<file path="config.mk">
export PLATFORM = sky130hd
export DESIGN_NAME = demux_16_bank
export DESIGN_NICKNAME = d
export VERILOG_FILES = /design/src/rtl/demux_16_bank.sv
export SDC_FILE = /design/constraint.sdc
export NUM_CORES = 1
export LEC_CHECK = 0
export CAP_MARGIN = 20
export CORE_UTILIZATION = 25
export CTS_BUF_LIST = sky130_fd_sc_hd__clkbuf_16
export DETAILED_ROUTE_END_ITERATION = 8
export PLACE_DENSITY_LB_ADDON = 0.08
export SYNTH_ARGS = -nofsm -noshare
export SYNTH_HDL_FRONTEND = slang
export SYNTH_SLANG_ARGS = --single-unit
</file>
<file path="constraint.sdc">
create_clock -name clock -period 22.7 [get_ports clock]
set_input_delay 3.405 -clock clock [delete_from_list [all_inputs] [get_ports clock]]
set_output_delay 3.405 -clock clock [all_outputs]
set_load 0.05 [all_outputs]
</file>
<file path="src/rtl/demux_16_bank.sv">
// Sixteen-slot register bank that is filled either by a ready/valid stream
// (slot 0 upward) or by indexed direct writes while no stream fill is active.
module demux_16_bank #(
  parameter int WIDTH = 32
) (
  input  logic             clock,
  input  logic             reset,
  input  logic             start,
  input  logic             clear,
  input  logic             s_valid,
  input  logic [WIDTH-1:0] s_data,
  output logic             s_ready,
  input  logic             wr_en,
  input  logic [3:0]       wr_sel,
  input  logic [WIDTH-1:0] wr_data,
  output logic [WIDTH-1:0] out0,
  output logic [WIDTH-1:0] out1,
  output logic [WIDTH-1:0] out2,
  output logic [WIDTH-1:0] out3,
  output logic [WIDTH-1:0] out4,
  output logic [WIDTH-1:0] out5,
  output logic [WIDTH-1:0] out6,
  output logic [WIDTH-1:0] out7,
  output logic [WIDTH-1:0] out8,
  output logic [WIDTH-1:0] out9,
  output logic [WIDTH-1:0] out10,
  output logic [WIDTH-1:0] out11,
  output logic [WIDTH-1:0] out12,
  output logic [WIDTH-1:0] out13,
  output logic [WIDTH-1:0] out14,
  output logic [WIDTH-1:0] out15,
  output logic [15:0]      filled,
  output logic [3:0]       ptr,
  output logic             busy,
  output logic             frame_done
);

  localparam int SLOTS = 16;

  typedef enum logic [1:0] {
    IDLE = 2'd0,
    FILL = 2'd1,
    DONE = 2'd2
  } state_t;

  state_t           state;
  state_t           state_next;
  logic [3:0]       ptr_next;
  logic [15:0]      filled_next;
  logic             xfer;
  logic             direct;
  logic             wr_go;
  logic [3:0]       wr_idx;
  logic [WIDTH-1:0] wr_word;
  logic [WIDTH-1:0] bank [SLOTS];

  // Write port arbitration: the stream owns the bank during FILL, and a clear
  // on the same edge cancels the transfer.
  always_comb begin
    xfer    = (state == FILL) && s_valid && !clear;
    direct  = (state != FILL) && wr_en;
    wr_go   = 1'b0;
    wr_idx  = ptr;
    wr_word = s_data;
    if (xfer) begin
      wr_go   = 1'b1;
      wr_idx  = ptr;
      wr_word = s_data;
    end else if (direct) begin
      wr_go   = 1'b1;
      wr_idx  = wr_sel;
      wr_word = wr_data;
    end
  end

  // Next-state logic; start clears filled after any coincident direct write
  // has set its bit, so that bit ends up cleared.
  always_comb begin
    state_next  = state;
    ptr_next    = ptr;
    filled_next = filled;
    if (wr_go) begin
      filled_next = filled | (16'd1 << wr_idx);
    end
    if (clear) begin
      state_next = IDLE;
      ptr_next   = 4'd0;
    end else begin
      case (state)
        IDLE, DONE: begin
          if (start) begin
            state_next  = FILL;
            ptr_next    = 4'd0;
            filled_next = 16'd0;
          end
        end
        FILL: begin
          if (xfer) begin
            ptr_next = ptr + 4'd1;
            if (ptr == 4'd15) begin
              state_next = DONE;
            end
          end
        end
        default: begin
          state_next = IDLE;
          ptr_next   = 4'd0;
        end
      endcase
    end
  end

  always_ff @(posedge clock or posedge reset) begin
    if (reset) begin
      state  <= IDLE;
      ptr    <= 4'd0;
      filled <= 16'd0;
    end else begin
      state  <= state_next;
      ptr    <= ptr_next;
      filled <= filled_next;
    end
  end

  always_ff @(posedge clock or posedge reset) begin
    if (reset) begin
      for (int k = 0; k < SLOTS; k++) begin
        bank[k] <= '0;
      end
    end else if (wr_go) begin
      bank[wr_idx] <= wr_word;
    end
  end

  assign s_ready    = (state == FILL);
  assign busy       = (state == FILL);
  assign frame_done = (state == DONE);

  assign out0  = bank[0];
  assign out1  = bank[1];
  assign out2  = bank[2];
  assign out3  = bank[3];
  assign out4  = bank[4];
  assign out5  = bank[5];
  assign out6  = bank[6];
  assign out7  = bank[7];
  assign out8  = bank[8];
  assign out9  = bank[9];
  assign out10 = bank[10];
  assign out11 = bank[11];
  assign out12 = bank[12];
  assign out13 = bank[13];
  assign out14 = bank[14];
  assign out15 = bank[15];

endmodule
</file>
==> summary.txt, run 1 <==
Yosys
  – Flops & latches, synth: 534
  – Ys Warns: 0
  – Syn nets: around 1400
  – Count of cell types in the netlist: 40
  – Mean Syn Cell Area: between 15 and 20 µm²
  – Seq/Total Area, Yosys: a little under two thirds
  – Async S/R FF share, synth: 100%
  – Synthesized area: about 0.021 mm²
  – EDFF count, synth: 0
  – Top FF cell, synth: dfrtp_1
  – Syn Inst Count: between 1000 and 1500

Setup path
  – Max Fanout on Critical Path: between 100 and 150
  – Worst R2R End: out4[4]
  – CP max stage delay: approximately 850 ps
  – Reg2reg path depth: 5
  – Critical path, cell by cell: clkdlybuf4s50_1, inv_8, buf_4, buf_4, buf_4
  – Critical path type: primary input to asynchronous set/reset pin
  – Worst Path Arrival: just over 7000 ps
  – FF-to-FF setup slack: roughly 19000 ps
  – Critical Path End: out8[30]
  – CP dominant cell by count: buf_4
  – CP required: approximately 23000 ps
  – Startpoint class of the critical path: primary input
  – Type of destination of the critical path: asynchronous set/reset pin
  – Setup crit start: reset
  – Slowest cell on crit path: buf_4
  – Crit Reg-Reg Startpoint: state[1]

Route
  – Via count: roughly 13000
  – Drt pass-1 iters: 4
  – Drt total wl: approximately 78 mm
  – Routed WL per cell: ~26 µm
  – Post-route DRC: 0
  – Initial DRC count: 433
  – Via/cell ratio: around 4.4
  – Detail Route Antenna Nets: 0

Cells and area
  – Multi-input logic area: between 0.007 and 0.008 mm²
  – Layout Nets: around 2000
  – Sequential Area: about 0.013 mm²
  – Share of layout cells above drive strength 1: 34.7%
  – Layout filler cell count: just over 8000
  – Layout area overhead: 42.6%

GRT
  – All-Layer GR Usage: a little under a fifth
  – Largest net degree at the start of global routing: 120
  – Total gr overflow: 0
  – Vias in the first global route: around 14000
  – First-pass GRT wire length: 111 mm
  – Initial antenna violation count: 3

Floorplan
  – Die span in y: 292 µm
  – Initial Utilization: roughly a quarter
  – IO Pins: ~600
  – Die area: between 0.08 and 0.09 mm²
  – Die X: 292 µm
  – CORE AREA: about 0.084 mm²
  – Site Rows: about 110

Power
  – Pwr dens: between 100 and 150 mW/mm²
  – Comb power frac: between 40% and 50%
  – Sequential share of power: roughly a third
  – Clock share of power: ~24%
  – Sw Pwr: around 1.7 mW
  – Leakage power: between 10 and 15 nW
  – Internal: roughly 2.3 mW
  – Sw frac: between 40% and 50%
  – Worst vdd ir: 0.0523 mV

Clocking
  – Cts hold-fix bufs: 0
  – Clk slew on worst S/H paths: 50 ps
  – CTS sink cnt: 534
  – Setup Buffers After CTS: 0
  – CTS tree: yes
  – Total CTS buffers: 67
  – CTS root buffer: clkbuf_16
  – H-tree Lvls: 3
  – Clock Latency Late Sink: approximately 600 ps
  – Clk buf depth: 3
  – CTS resizes: 0

Timing
  – Final setup violation count: 0
  – Setup Skew: approximately 23 ps
  – Hold Violations, Final: 0
  – RSZ-0062 raised after global routing: false
  – Fin Hold WS: ~480 ps
  – Setup TNS: 0 ps
  – Final Critical Period: approximately 6600 ps
  – Max-slew violations: 0
  – Period utilisation layout: between 20% and 30%
  – Slew headroom: between 20% and 30%
  – Achievable Freq: about 0.15 GHz
  – Worst-margin pin slew: 1120 ps

Placed design
  – GP Congestion: approximately 0.74
  – Port bufs: between 600 and 700
  – DP Wirelength: roughly 53 mm

Run status
  – Status: completed

Run
  – Maxcap violations: 0

Worst hold path
  – Worst Hold Class: register to register
==> worst min-delay path by stage <==
stage | from | to | slack [ps] | cells past startpoint
2_1_floorplan | state[1] | state[1] | 540 | 2
3_3_place_gp | out9[18] | out9[18] | 470 | 1
3_5_place_dp | out14[16] | out14[16] | 470 | 1
4_1_cts | out14[16] | out14[16] | 490 | 1
5_1_grt | filled[11] | filled[11] | 500 | 1
6_report | out14[16] | out14[16] | 480 | 1
==> synth_stat cells (2+ instances only) <==
| cell type | instances | area, µm² |
|---|---|---|
| clkbuf_1 | 6 | 22.5 |
| or3_1 | 2 | 12.5 |
| nor2b_1 | 5 | 31.3 |
| nand4_2 | 3 | 37.5 |
| inv_1 | 6 | 22.5 |
| o22a_1 | 15 | 131 |
| nor3b_1 | 3 | 22.5 |
| o21ai_0 | 5 | 25.0 |
| nand2_1 | 8 | 30.0 |
| buf_1 | 23 | 86.3 |
| nand2b_1 | 3 | 18.8 |
| mux2_2 | 525 | 5910 |
| nor2_1 | 2 | 7.51 |
| a221oi_4 | 6 | 158 |
| buf_6 | 23 | 259 |
| nor3_1 | 2 | 10.0 |
| nand4_1 | 6 | 37.5 |
| mux2_4 | 10 | 150 |
| nand3_1 | 11 | 55.1 |
| a21oi_1 | 7 | 35.0 |
| buf_4 | 21 | 158 |
| buf_2 | 18 | 90.1 |
| clkbuf_2 | 8 | 40.0 |
| a22oi_2 | 6 | 75.1 |
| or4_4 | 2 | 22.5 |
| mux2_1 | 9 | 101 |
| dfrtp_1 | 534 | 13400 |
| and3_1 | 4 | 25.0 |
==> critical path, delay by kind of cell <==
family   cells  cell delay [ps]
buf+inv      5             3490
==> layout make-up <==
cell class / instances / area share, %
sequential: 534 / 44.5
timing repair buffer: 633 / 20.9
multi-input combinational: 645 / 23.4
clock buffer: 69 / 5.75
clock inverter: 44 / 0.837
tap: 1080 / 4.50
inverter: 7 / 0.112
antenna: 2 / 0.0167
==> metrics by stage <==
stage               instances  util [%]  power, mW  area, µm²  setup WS (ps)
floorplan                1285         -       2.41      21100           4370
detailed placement       2899      33.6       3.08      28100          15320
finish                   3014      35.9       4.02      30000          16140
CTS                      3012      35.9       4.09      30000          15970
global placement         2899      33.6       3.08      28100          15380
global route             3013      35.9       4.19      30000          15560
==> power groups by stage <==
stage	Sequential, mW	Combinational (mW)	Clock [mW]
after floorplan	2.15	0.260	0
after global placement	1.32	1.75	0
after detailed placement	1.33	1.75	0
after CTS	1.32	1.75	1.01
after global routing	1.35	1.79	1.06
final	1.31	1.73	0.976
==> logic make-up (layout without fill, tap and decap cells) <==
family | count (synthesis) | in the layout | share of synthesized area (%)
mux | 544 | 544 | 29.3
other cells | 0 | 2 | 0
buf+inv | 106 | 753 | 3.24
flops | 534 | 534 | 63.4
simple gates | 55 | 55 | 1.65
compound gates | 45 | 45 | 2.35
fa+ha+maj | 1 | 1 | 0.0594
==> placed cells by master (no fill, tap or decap), drive strengths merged, types with 8 or more instances in the layout <==
cell type      synthesis  routed
inv                    7      27
dfrtp                534     534
nand4                  9       9
nand2                  8       8
mux2                 544     544
clkbuf                14      69
buf                   85      25
a21oi                  8       8
nand3                 11      11
clkinv                 0      22
clkdlybuf4s50          0     608
o22a                  15      15
==> metal layers <==
metal	GRT usage [%]	vias to the layer above	part of all wire, %
met2	31.3	409	50
met1	21.1	7054	39
li1	-	5781	-
met5	0	-	0
met3	6.15	88	7.9
met4	5.68	0	2.4
Note: power is estimated with default switching activity, not from simulation.
==> run 2: changes to the inputs <==
Clock period 22.7 ns to 6.5 ns, I/O delays scaled along.
==> summary.txt, run 2 (synthesis results as in run 1) <==
Run status
  – Status: completed (unchanged)

Setup path
  – Critical path type: register to primary output (was primary input to asynchronous set/reset pin)
  – Startpoint class of the critical path: register (was primary input)
  – CP required: 5520 ps (was 23280 ps)
  – Max Fanout on Critical Path: 18 (was 119)
  – Type of destination of the critical path: primary output (was asynchronous set/reset pin)
  – Worst Path Arrival: 2930 ps (was 7150 ps)

Clocking
  – Clk slew on worst S/H paths: 60 ps (was 50 ps)
  – Cts hold-fix bufs: 0 (unchanged)
  – CTS sink cnt: 534 (unchanged)
  – Clock Latency Late Sink: 620 ps (was 600 ps)
  – CTS root buffer: clkbuf_16 (unchanged)
  – Clk buf depth: 3 (unchanged)
  – Setup Buffers After CTS: 0 (unchanged)
  – CTS resizes: 0 (unchanged)
  – Total CTS buffers: 61 (was 67)
  – CTS tree: yes (unchanged)
  – H-tree Lvls: 2 (was 3)

GRT
  – All-Layer GR Usage: 18.1% (about the same)
  – Total gr overflow: 0 (unchanged)
  – First-pass GRT wire length: 112 mm (was 111 mm)
  – Initial antenna violation count: 4 (was 3)
  – Vias in the first global route: 14500 (was 14400)
  – Largest net degree at the start of global routing: 148 (was 120)

Timing
  – Hold Violations, Final: 0 (unchanged)
  – Final Critical Period: between 3000 and 4000 ps
  – Slew headroom: 17.1% (was 25.6%)
  – Max-slew violations: 0 (unchanged)
  – RSZ-0062 raised after global routing: false (unchanged)
  – Worst-margin pin slew: 1240 ps (was 1120 ps)
  – Setup TNS: 0 ps (unchanged)
  – Setup Skew: 16.9 ps (was 22.5 ps)
  – Period utilisation layout: 60.1%
  – Final setup violation count: 0 (unchanged)
  – Achievable Freq: about 0.26 GHz

Route
  – Routed WL per cell: 25.9 µm (about the same)
  – Drt pass-1 iters: 4 (unchanged)
  – Drt total wl: 78.1 mm (was 77.9 mm)
  – Via count: 13400 (was 13300)
  – Via/cell ratio: 4.43 (was 4.42)
  – Post-route DRC: 0 (unchanged)
  – Detail Route Antenna Nets: 0 (unchanged)
  – Initial DRC count: 438 (was 433)

Power
  – Worst vdd ir: 0.214 mV (was 0.0523 mV)
  – Clock share of power: 23.4% (was 24.2%)
  – Sw frac: 42.4% (was 42.2%)
  – Leakage power: 12.8 nW (about the same)
  – Sequential share of power: 32.9% (was 32.7%)
  – Comb power frac: 43.8% (was 43.1%)
  – Pwr dens: 463 mW/mm² (was 134 mW/mm²)
  – Sw Pwr: 5.90 mW (was 1.70 mW)
  – Internal: 8.02 mW (was 2.32 mW)

Floorplan
  – Site Rows: 106 (unchanged)
  – IO Pins: 609 (unchanged)
  – Die span in y: 292 µm (unchanged)
  – Initial Utilization: 25.2% (unchanged)
  – Die area: 0.0854 mm² (unchanged)
  – CORE AREA: 0.0836 mm² (unchanged)
  – Die X: 292 µm (unchanged)

Placed design
  – Port bufs: 608 (unchanged)
  – Inst Count DP: 2904 (was 2899)
  – GP Congestion: 0.744 (was 0.740)
  – DP Wirelength: 52.8 mm (was 53.4 mm)

Cells and area
  – Layout filler cell count: 8085 (was 8050)
  – Layout area overhead: 42.7% (was 42.6%)
  – Commonest non-fill, non-tap cells in the layout: 608 x clkdlybuf4s50_1, 534 x dfrtp_1, 525 x mux2_2 (unchanged)
  – Layout Nets: 1962 (was 1963)
  – Multi-input logic area: 0.00703 mm² (unchanged)
  – Commonest non-fill, non-tap cell in the layout: clkdlybuf4s50_1 (unchanged)
  – Non-filler cells, final: 3020 (was 3014)
  – Sequential Area: 0.0134 mm² (unchanged)
  – Share of layout cells above drive strength 1: 34.5% (was 34.7%)

Run
  – Maxcap violations: 0 (unchanged)

Worst hold path
  – Worst Hold Class: register to register (unchanged)
==> run 2: cell types whose count changed in the layout (fill, tap and decap cells not counted), sizes merged, moves of 2 or more <==
cell    delta
buf        +5
clkbuf     -6
inv        -5
bufinv     +2
clkinv     +8
==> run 2: metrics by stage <==
stage | power (mW) | instance area [µm²] | utilization (%) | hold WS [ps] | worst slack [ps]
detailed placement | 10.8 | 28200 | 33.7 | 479 | 2110
global placement | 10.8 | 28200 | 33.7 | 471 | 2220
global route | 14.5 | 30100 | 36.0 | 510 | 2440
CTS | 14.1 | 30100 | 36.0 | 492 | 2580
floorplan | 8.43 | 21100 | - | 542 | -1740
finish | 13.9 | 30100 | 36.0 | 487 | 2600
==> run 2: final timing paths <==
path | to | slack (ps) | from | cells after the start
max | s_ready | 2600 | state[1] | 3
min | out9[18] | 490 | out9[18] | 1
max reg2reg | out5[12] | 2960 | state[1] | 5
min reg2reg | out9[18] | 490 | out9[18] | 1
max in group asynchronous | out13[22] | 4190 | reset | 3
min in group asynchronous | out3[31] | 850 | reset | 2
==> run 2: layout make-up <==
cell class / count / share of cell area (%)
Sequential cell: 534 / 44.5
Multi-Input combinational cell: 645 / 23.4
Timing Repair Buffer: 638 / 21.3
Clock buffer: 63 / 5.24
Tap cell: 1080 / 4.50
Clock inverter: 50 / 0.978
Inverter: 7 / 0.0999
Antenna cell: 3 / 0.0250
==> run 2: critical path: stages, from the launching register on <==
cell	delay [ps]
dfrtp_1	410
nand2b_1	480
inv_2	410
clkdlybuf4s50_1	990
==> run 2: power groups by stage <==
stage          sequential [mW]  combinational (mW)  clock [mW]
3_5_place_dp              4.63                6.15           0
4_1_cts                   4.59                6.16        3.39
2_1_floorplan             7.52               0.907           0
6_report                  4.57                6.09        3.25
5_1_grt                   4.70                6.28        3.51
3_3_place_gp              4.61                6.15           0
==> run 2: metal layers <==
| metal | GRT usage, % | wire (µm) | up-vias |
|---|---|---|---|
| li1 | - | - | 5819 |
| met1 | 21.1 | 30800 | 7076 |
| met2 | 31.8 | 39700 | 396 |
| met3 | 5.76 | 5450 | 97 |
| met4 | 5.38 | 2120 | 0 |
| met5 | 0 | 0 | - |
==> run 3: changes to the inputs <==
Clock period 6.5 ns to 3.9 ns, I/O delays scaled along.
==> summary.txt, run 3 (synthesis results as in run 1) <==
Setup path
  – CP max stage delay: 980 ps (was 990 ps)
  – Worst Path Arrival: 2940 ps (was 2930 ps)
  – Slowest cell on crit path: clkdlybuf4s50_1 (unchanged)
  – Critical path type: register to primary output (unchanged)
  – Startpoint class of the critical path: register (unchanged)
  – CP required: 3310 ps (was 5520 ps)
  – Critical path, cell by cell: nand2b_1, inv_2, clkdlybuf4s50_1 (unchanged)
  – Type of destination of the critical path: primary output (unchanged)
  – Max Fanout on Critical Path: 18 (unchanged)

Clocking
  – Clk buf depth: 3 (unchanged)
  – CTS root buffer: clkbuf_16 (unchanged)
  – Cts hold-fix bufs: 0 (unchanged)
  – Total CTS buffers: 61 (unchanged)
  – Setup Buffers After CTS: 0 (unchanged)
  – Clock Latency Late Sink: 620 ps (about the same)
  – CTS sink cnt: 534 (unchanged)
  – Clk slew on worst S/H paths: 60 ps (about the same)
  – H-tree Lvls: 2 (unchanged)
  – CTS tree: yes (unchanged)
  – CTS resizes: 0 (unchanged)

Floorplan
  – Site Rows: 106 (unchanged)
  – Die X: 292 µm (unchanged)
  – Die area: 0.0854 mm² (unchanged)
  – IO Pins: 609 (unchanged)
  – CORE AREA: 0.0836 mm² (unchanged)
  – Initial Utilization: 25.2% (unchanged)
  – Die span in y: 292 µm (unchanged)

GRT
  – Top Usage Layer GRT: met2 (unchanged)
  – Met3 global-route usage: 5.63% (was 5.76%)
  – Initial antenna violation count: 3 (was 4)
  – First-pass GRT wire length: 113 mm (was 112 mm)
  – Met2 Use GR: 32.1% (was 31.8%)
  – Largest net degree at the start of global routing: 91 (was 148)
  – Total gr overflow: 0 (unchanged)
  – Vias in the first global route: 14500 (about the same)
  – Met1 usage: 21.7% (was 21.1%)
  – All-Layer GR Usage: 18.3% (was 18.1%)

Timing
  – Hold Violations, Final: 0 (unchanged)
  – Slew headroom: 31.1% (was 17.1%)
  – Max-slew violations: 0 (unchanged)
  – Final setup violation count: 0 (unchanged)
  – Worst-margin pin slew: 1030 ps (was 1240 ps)
  – Period utilisation layout: 90.5%
  – RSZ-0062 raised after global routing: false (unchanged)
  – Setup Skew: 17.0 ps (was 16.9 ps)
  – Final Critical Period: roughly 3500 ps
  – Achievable Freq: between 0.2 and 0.3 GHz

Power
  – Worst vdd ir: 0.331 mV (was 0.214 mV)
  – Tot Pwr: 23.2 mW (was 13.9 mW)
  – Comb power frac: 43.7% (was 43.8%)
  – Sw Pwr: 9.83 mW (was 5.90 mW)
  – Leakage power: 12.9 nW (was 12.8 nW)
  – Sw frac: 42.4% (about the same)
  – Pwr dens: 768 mW/mm² (was 463 mW/mm²)
  – Internal: 13.4 mW (was 8.02 mW)
  – Sequential share of power: 33.0% (was 32.9%)
  – Clock share of power: 23.3% (was 23.4%)

Placed design
  – GP Congestion: 0.768 (was 0.744)
  – DP Wirelength: 55.1 mm (was 52.8 mm)
  – Port bufs: 608 (unchanged)
  – Inst Count DP: 2920 (was 2904)

Route
  – Via count: 13500 (was 13400)
  – Drt pass-1 iters: 5 (was 4)
  – Via/cell ratio: 4.44 (was 4.43)
  – Detail Route Antenna Nets: 0 (unchanged)
  – Routed WL per cell: 26.0 µm (was 25.9 µm)
  – Drt total wl: 78.9 mm (was 78.1 mm)
  – Initial DRC count: 425 (was 438)
  – Post-route DRC: 0 (unchanged)

Cells and area
  – Commonest non-fill, non-tap cells in the layout: 608 x clkdlybuf4s50_1, 534 x dfrtp_1, 525 x mux2_2 (unchanged)
  – Non-filler cells, final: 3030 (was 3020)
  – Layout Nets: 1978 (was 1962)
  – Commonest non-fill, non-tap cell in the layout: clkdlybuf4s50_1 (unchanged)
  – Share of layout cells above drive strength 1: 35.2% (was 34.5%)
  – Layout area overhead: 43.4% (was 42.7%)

Worst hold path
  – Worst Hold Class: primary input to asynchronous set/reset pin (was register to register)

Run status
  – Status: completed (unchanged)

Run
  – Maxcap violations: 0 (unchanged)
==> run 3: changes by cell type in the layout (fill, tap and decap cells not counted), sizes merged <==
| cell | change |
|---|---|
| clkinv | -1 |
| diode | -1 |
| buf | +16 |
| inv | -4 |
==> run 3: worst paths after layout <==
kind                       startpoint        end  slack (ps)  cells after the start
max reg2reg                  state[1]   out11[4]         850                      6
min reg2reg                 out14[15]  out14[15]         490                      1
min                             reset    out5[1]         360                      2
max                          state[1]    s_ready         370                      3
min in group clock          out14[15]  out14[15]         490                      1
max in group asynchronous       reset   out1[21]        2350                      4
==> run 3: through the flow <==
stage / worst slack (ps) / setup TNS (ps) / hold slack [ps] / cell area, µm² / utilization (%)
floorplan: -3950 / -2106660 / 542 / 21100 / -
global placement: 698 / 0 / 472 / 28300 / 33.9
detailed placement: 709 / 0 / 478 / 28300 / 33.9
CTS: 335 / 0 / 326 / 30200 / 36.1
global route: 242 / 0 / 358 / 30200 / 36.1
finish: 370 / 0 / 355 / 30200 / 36.1
==> run 3: cell type report <==
class	instances	area [µm²]
fillers	8062	53400
flip-flops and latches	534	13400
multi-input cells	645	7030
repair buffers	654	6570
clock buffers	63	1580
well taps	1080	1350
clock inverters	45	269
inverters	7	30.0
diodes	2	5.00
==> run 3: critical path: cells and delay by family, from the launching register on <==
family	cells	cell delay, ps
buffers and inverters	2	1400
and+or+nand+nor	1	480
DFF	1	420
==> run 3: power by group through the flow <==
stage               registers [mW]  clock network [mW]  logic [mW]
floorplan                     12.5                   0        1.51
global placement              7.72                   0        10.2
detailed placement            7.76                   0        10.2
CTS                           7.68                5.64        10.2
global route                  7.86                5.84        10.4
finish                        7.66                5.41        10.1
==> run 3: routing by layer <==
| layer | part of all wire, % | vias to the layer above |
|---|---|---|
| met5 | 0 | - |
| met4 | 2.1 | 0 |
| met3 | 6.9 | 95 |
| met2 | 51 | 394 |
| met1 | 40 | 7147 |
| li1 | - | 5821 |
